--- config.mk ---
export PLATFORM = sky130hd
export DESIGN_NAME = cve2_obi_wb_bridge
export DESIGN_NICKNAME = d
export VERILOG_FILES = /design/src/rtl/cve2_bridge_pkg.sv /design/src/rtl/cve2_bus_watchdog.sv /design/src/rtl/cve2_obi_wb_bridge.sv
export SDC_FILE = /design/constraint.sdc
export NUM_CORES = 1
export LEC_CHECK = 0
export CAP_MARGIN = 25
export CORE_ASPECT_RATIO = 0.8
export CORE_MARGIN = 5
export CORE_UTILIZATION = 30
export CTS_BUF_LIST = sky130_fd_sc_hd__clkbuf_4 sky130_fd_sc_hd__clkbuf_8
export DETAILED_ROUTE_END_ITERATION = 8
export HOLD_SLACK_MARGIN = 0.06
export PLACE_DENSITY_LB_ADDON = 0.05
export SETUP_SLACK_MARGIN = 0.15
export SYNTH_ARGS = -nofsm -noshare
export SYNTH_HDL_FRONTEND = slang
export SYNTH_HIERARCHICAL = 1
export SYNTH_SLANG_ARGS = --single-unit
export TNS_END_PERCENT = 50
--- constraint.sdc ---
create_clock -name clk_i -period 2.1 [get_ports clk_i]
set_clock_uncertainty 0.1 [all_clocks]
set_input_delay 0.42 -clock clk_i [delete_from_list [all_inputs] [get_ports clk_i]]
set_output_delay 0.42 -clock clk_i [all_outputs]
set_load 0.05 [all_outputs]
--- src/rtl/cve2_bridge_pkg.sv ---
// Shared types and constants for the OBI to Wishbone B4 classic bridge.
package cve2_bridge_pkg;

    localparam int unsigned TimeoutCyclesDefault = 255;

    typedef enum logic [1:0] {
        IDLE = 2'b00,
        BUS  = 2'b01,
        RESP = 2'b10
    } bridge_state_e;

    typedef struct packed {
        logic        we;
        logic [3:0]  be;
        logic [31:0] addr;
        logic [31:0] wdata;
    } obi_req_t;

endpackage

--- src/rtl/cve2_bus_watchdog.sv ---
// Saturating cycle timer that flags the last permitted cycle of a Wishbone access.
module cve2_bus_watchdog import cve2_bridge_pkg::*; #(
    parameter int unsigned TimeoutCycles = TimeoutCyclesDefault
) (
    input  logic clk_i,
    input  logic rst_ni,
    input  logic clear_i,
    input  logic enable_i,
    output logic expire_o
);

    localparam int unsigned TW = (TimeoutCycles > 0) ? $clog2(TimeoutCycles + 1) : 1;
    localparam logic [TW-1:0] Last = TW'((TimeoutCycles > 0) ? TimeoutCycles - 1 : 0);
    localparam logic [TW-1:0] Max  = '1;

    logic [TW-1:0] timer_q;

    always_ff @(posedge clk_i or negedge rst_ni) begin
        if (!rst_ni) begin
            timer_q <= '0;
        end else if (clear_i) begin
            timer_q <= '0;
        end else if (enable_i && timer_q != Max) begin
            timer_q <= timer_q + 1'b1;
        end
    end

    // A zero timeout disables expiry entirely; the timer still runs harmlessly.
    assign expire_o = (TimeoutCycles != 0) && enable_i && (timer_q == Last);

endmodule

--- src/rtl/cve2_obi_wb_bridge.sv ---
// OBI data port to single Wishbone B4 classic cycles, one transaction in flight,
// with a watchdog that turns a hung bus cycle into an OBI error response.
module cve2_obi_wb_bridge import cve2_bridge_pkg::*; #(
    parameter int unsigned TimeoutCycles = TimeoutCyclesDefault
) (
    input  logic        clk_i,
    input  logic        rst_ni,
    input  logic        obi_req_i,
    output logic        obi_gnt_o,
    output logic        obi_rvalid_o,
    input  logic        obi_we_i,
    input  logic [3:0]  obi_be_i,
    input  logic [31:0] obi_addr_i,
    input  logic [31:0] obi_wdata_i,
    output logic [31:0] obi_rdata_o,
    output logic        obi_err_o,
    output logic        wb_cyc_o,
    output logic        wb_stb_o,
    output logic        wb_we_o,
    output logic [3:0]  wb_sel_o,
    output logic [31:0] wb_adr_o,
    output logic [31:0] wb_dat_o,
    input  logic [31:0] wb_dat_i,
    input  logic        wb_ack_i,
    input  logic        wb_err_i,
    output logic        timeout_o
);

    bridge_state_e state_q, state_d;
    obi_req_t      req_q, req_d;
    logic          cyc_q, cyc_d, we_q, we_d;
    logic          rvalid_q, rvalid_d, err_q, err_d, timeout_q, timeout_d;
    logic [31:0]   rdata_q, rdata_d;
    logic          wd_clear, wd_enable, wd_expire;
    logic          unused_addr_lsb;

    assign unused_addr_lsb = ^obi_addr_i[1:0];

    cve2_bus_watchdog #(.TimeoutCycles(TimeoutCycles)) u_watchdog (
        .clk_i    (clk_i),
        .rst_ni   (rst_ni),
        .clear_i  (wd_clear),
        .enable_i (wd_enable),
        .expire_o (wd_expire)
    );

    always_comb begin
        state_d   = state_q;
        req_d     = req_q;
        cyc_d     = 1'b0;
        we_d      = 1'b0;
        rvalid_d  = 1'b0;
        rdata_d   = rdata_q;
        err_d     = err_q;
        timeout_d = 1'b0;
        wd_clear  = 1'b0;
        wd_enable = 1'b0;
        obi_gnt_o = 1'b0;
        case (state_q)
            BUS: begin
                wd_enable = 1'b1;
                cyc_d     = 1'b1;
                we_d      = req_q.we;
                // Priority: err over ack, ack over the watchdog.
                if (wb_err_i || wb_ack_i || wd_expire) begin
                    state_d   = RESP;
                    cyc_d     = 1'b0;
                    we_d      = 1'b0;
                    rvalid_d  = 1'b1;
                    rdata_d   = (wb_ack_i && !wb_err_i && !req_q.we) ? wb_dat_i : 32'h0;
                    err_d     = wb_err_i | (wd_expire & ~wb_ack_i);
                    timeout_d = wd_expire & ~wb_ack_i & ~wb_err_i;
                end
            end
            default: begin
                // IDLE and RESP both accept a new request, giving 2-cycle throughput.
                obi_gnt_o = obi_req_i;
                state_d   = IDLE;
                if (obi_req_i) begin
                    state_d  = BUS;
                    req_d    = '{we: obi_we_i, be: obi_be_i,
                                 addr: {obi_addr_i[31:2], 2'b00}, wdata: obi_wdata_i};
                    cyc_d    = 1'b1;
                    we_d     = obi_we_i;
                    wd_clear = 1'b1;
                end
            end
        endcase
    end

    always_ff @(posedge clk_i or negedge rst_ni) begin
        if (!rst_ni) begin
            state_q   <= IDLE;
            req_q     <= '0;
            cyc_q     <= 1'b0;
            we_q      <= 1'b0;
            rvalid_q  <= 1'b0;
            rdata_q   <= '0;
            err_q     <= 1'b0;
            timeout_q <= 1'b0;
        end else begin
            state_q   <= state_d;
            req_q     <= req_d;
            cyc_q     <= cyc_d;
            we_q      <= we_d;
            rvalid_q  <= rvalid_d;
            rdata_q   <= rdata_d;
            err_q     <= err_d;
            timeout_q <= timeout_d;
        end
    end

    assign wb_cyc_o     = cyc_q;
    assign wb_stb_o     = cyc_q;
    assign wb_we_o      = we_q;
    assign wb_sel_o     = req_q.be;
    assign wb_adr_o     = req_q.addr;
    assign wb_dat_o     = req_q.wdata;
    assign obi_rvalid_o = rvalid_q;
    assign obi_rdata_o  = rdata_q;
    assign obi_err_o    = err_q;
    assign timeout_o    = timeout_q;

endmodule
==> flow_summary.ini <==
[critical_path]
required_ns = 1.58
worstPathArrival_ns = 1.38
startpoint_type = flop
cp-end-kind = output pin
slowest_delay_ns = 0.36
path_common_cell = buf_12
slowest_stage = dfrtp_1
crit_chain = nand2b_4, and2_4, buf_12, buf_12
path_class = flop to output pin
cp_max_fo = 8

[finish]
stdcell_area_mm2 = 0.00741
multi_input_area_mm2 = 0.00169
seq_area_mm2 = 0.00285
fillers = 1604
fin_nets = 625
drive_gt1_share_pct = 28.5
syn_to_final_growth_pct = 39.9
diodes = 0

[placement]
portBuffers = 208
gp_congestion = 0.696
hpwl_mm = 8.83
dp_slack_ns = 0.0872
place_area_mm2 = 0.00706

[grt]
track_usage_pct = 12.5
grt_overflow = 0
grt_pass1_wl_mm = 19.6
grt_max_degree = 43
antenna_found_initial = 0
grt_pass1_vias = 3550

[sta]
slew_headroom_pct = 63.7
maxSlewViolCount = 0
worst_pin_slew_ns = 0.546
fmax_mhz = 527
setup_viol = 0
worst_slack_ns = 0.203
finalCritPeriodShare_pct = 90.3
rsz0062_at_grt = true
min_period_ns = 1.90
hold_viol = 0
tns_ns = 0

[yosys]
synth_seq_cells = 114
yosysWarnings = 6
synth.avg_cell_area_um2 = 14.9
syn_area_mm2 = 0.00530
synth_flop_cell = dfrtp_1
synth_edf_count = 0
netlist_instances = 356
async_reset_ff_share_pct = 100
ys_seq_area_share_pct = 53.8
ys_types = 38

[power_and_ir_drop]
totalPowerFinal_w = 0.00806
ir_worst_vdd_mv = 0.356
p_leak_nw = 3.59
p_per_area_mw_per_mm2 = 1090

[status]
status = completed

[detailed_routing]
routed.top_layer = met4
dr.pass1.iters = 5
met2_length_mm = 5.80
met1_length_mm = 5.64
post_drt_wl_per_cell_um = 16.8
wl_met3_mm = 1.15
drt-initial-drc-count = 151
drc_errors = 0
routed-via-count = 3208
wl_mm = 12.7
routed_via_density = 4.25
ant_nets = 0

[clock_network]
clk_latency_ns = 0.42
cts_tree = done
cts_made_buffers = 17
cts_max_level = 4
cts_root_buffer = clkbuf_8
cts.clk_slew.worst_paths_ns = 0.07
clock_sinks = 114
clock_path_buffers = 2

[die]
start_util_pct = 30.6
die_area_mm2 = 0.0204
rows = 43
core_mm2 = 0.0173
io_pins = 213
fp.dieW_um = 159
fp.dieH_um = 129

[worst_hold_path]
hp-class = input port to async pin

[run]
drv_cap = 0
path summary, 6_finish.rpt:
kind                                                    from                          end  slack, ns  cells after the start
max in group asynchronous                             rst_ni   obi_rdata_o[2]$_DFFE_PN0P_       0.98                      3
hold / removal                                        rst_ni     wb_adr_o[11]$_DFFE_PN0P_       0.35                      2
min in group clk_i               obi_rdata_o[17]$_DFFE_PN0P_  obi_rdata_o[17]$_DFFE_PN0P_       0.40                      1
setup reg to reg           u_watchdog/timer_q[4]$_DFFE_PN0P_   obi_rdata_o[6]$_DFFE_PN0P_       0.25                      6
hold reg to reg                  obi_rdata_o[17]$_DFFE_PN0P_  obi_rdata_o[17]$_DFFE_PN0P_       0.40                      1
setup / recovery                      state_q[1]$_DFFE_PN0P_                    obi_gnt_o       0.20                      4
cell usage after synthesis, types with 2 or more instances:
master	n	area [µm²]
buf_2	3	15.0
mux2_1	4	45.0
buf_4	69	518
dfrtp_1	114	2850
inv_1	6	22.5
ha_1	2	25.0
a21o_1	2	15.0
nand2_1	2	7.51
a21oi_1	4	20.0
buf_6	4	45.0
nand3_1	3	15.0
and3_1	2	12.5
nor2b_1	4	25.0
a22o_1	32	280
a211oi_1	4	30.0
buf_12	7	140
nor3_1	3	15.0
nor2_1	6	22.5
mux2_4	66	991
flip-flops by register name (all words and copies together) (netlist names), 2 cells and up:
register and flops:
obi_rdata_o 32, state_q 2, u_watchdog/timer_q 8, wb_adr_o 30
wb_dat_o 32, wb_sel_o 4
layout by cell type (no fill, tap or decap), types with 2 or more instances in the layout:
cell,count
a211oi_1,4
a21o_1,2
a21oi_1,4
a22o_1,32
and3_1,2
buf_12,9
buf_4,35
bufinv_16,2
clkbuf_4,2
clkbuf_8,20
clkdlybuf4s50_1,102
clkinv_2,6
clkinv_4,2
conb_1,2
dfrtp_1,113
dlygate4sd2_1,79
ha_1,2
inv_1,6
mux2_1,4
mux2_4,66
nand2_1,2
nand3_1,3
nor2_1,6
nor2b_1,4
nor3_1,3
worst max-delay path: cells and delay by family, from the launching register on:
family / cells / cell delay [ns]
DFF: 1 / 0.36
and+or+nand+nor: 2 / 0.32
buffers and inverters: 2 / 0.27
kinds of logic after synthesis:
logic type                 share of synthesized area (%)
muxes                                               19.8
and+or+nand+nor                                     3.92
AOI/OAI and AO/OA                                   7.51
other                                             0.0708
buffers and inverters                               14.4
DFF                                                 53.8
adders and majority gates                          0.472
per-layer routing:
| metal | vias to the layer above | GRT usage (%) |
|---|---|---|
| met4 | 0 | 4.21 |
| met2 | 121 | 19.2 |
| li1 | 1501 | - |
| met5 | - | 0 |
| met3 | 6 | 5.51 |
| met1 | 1580 | 15.7 |
power breakdown:
part / leakage, nW / switching (W) / internal [W]
logic: 1.96 / 0.00197 / 0.00118
registers: 1.42 / 0.000229 / 0.00260
clock network: 0.213 / 0.000918 / 0.00117
total: 3.59 / 0.00312 / 0.00494
cell type report:
class / instances / share of cell area, %
multi-input cells: 151 / 22.7
clock inverters: 10 / 1.45
well taps: 225 / 3.80
inverters: 7 / 0.355
clock buffers: 22 / 3.92
repair buffers: 226 / 29.2
flip-flops and latches: 114 / 38.5
what timing repair did:
item	CTS	global route
setup buffers	0	5
pin swaps	1	1
resized for setup	79	1
cloned	0	0
setup endpoints to repair	80	27
hold buffers	1	0
hold endpoints to repair	22	0
stage by stage:
stage / cells / hold slack [ns] / utilization, %
2_1_floorplan: 357 / 0.0244 / -
3_3_place_gp: 717 / 0.265 / 40.8
3_5_place_dp: 717 / 0.266 / 40.8
4_1_cts: 750 / 0.328 / 42.6
5_1_grt: 755 / 0.334 / 42.8
6_report: 755 / 0.348 / 42.8
(Power assumes the default switching activity.)
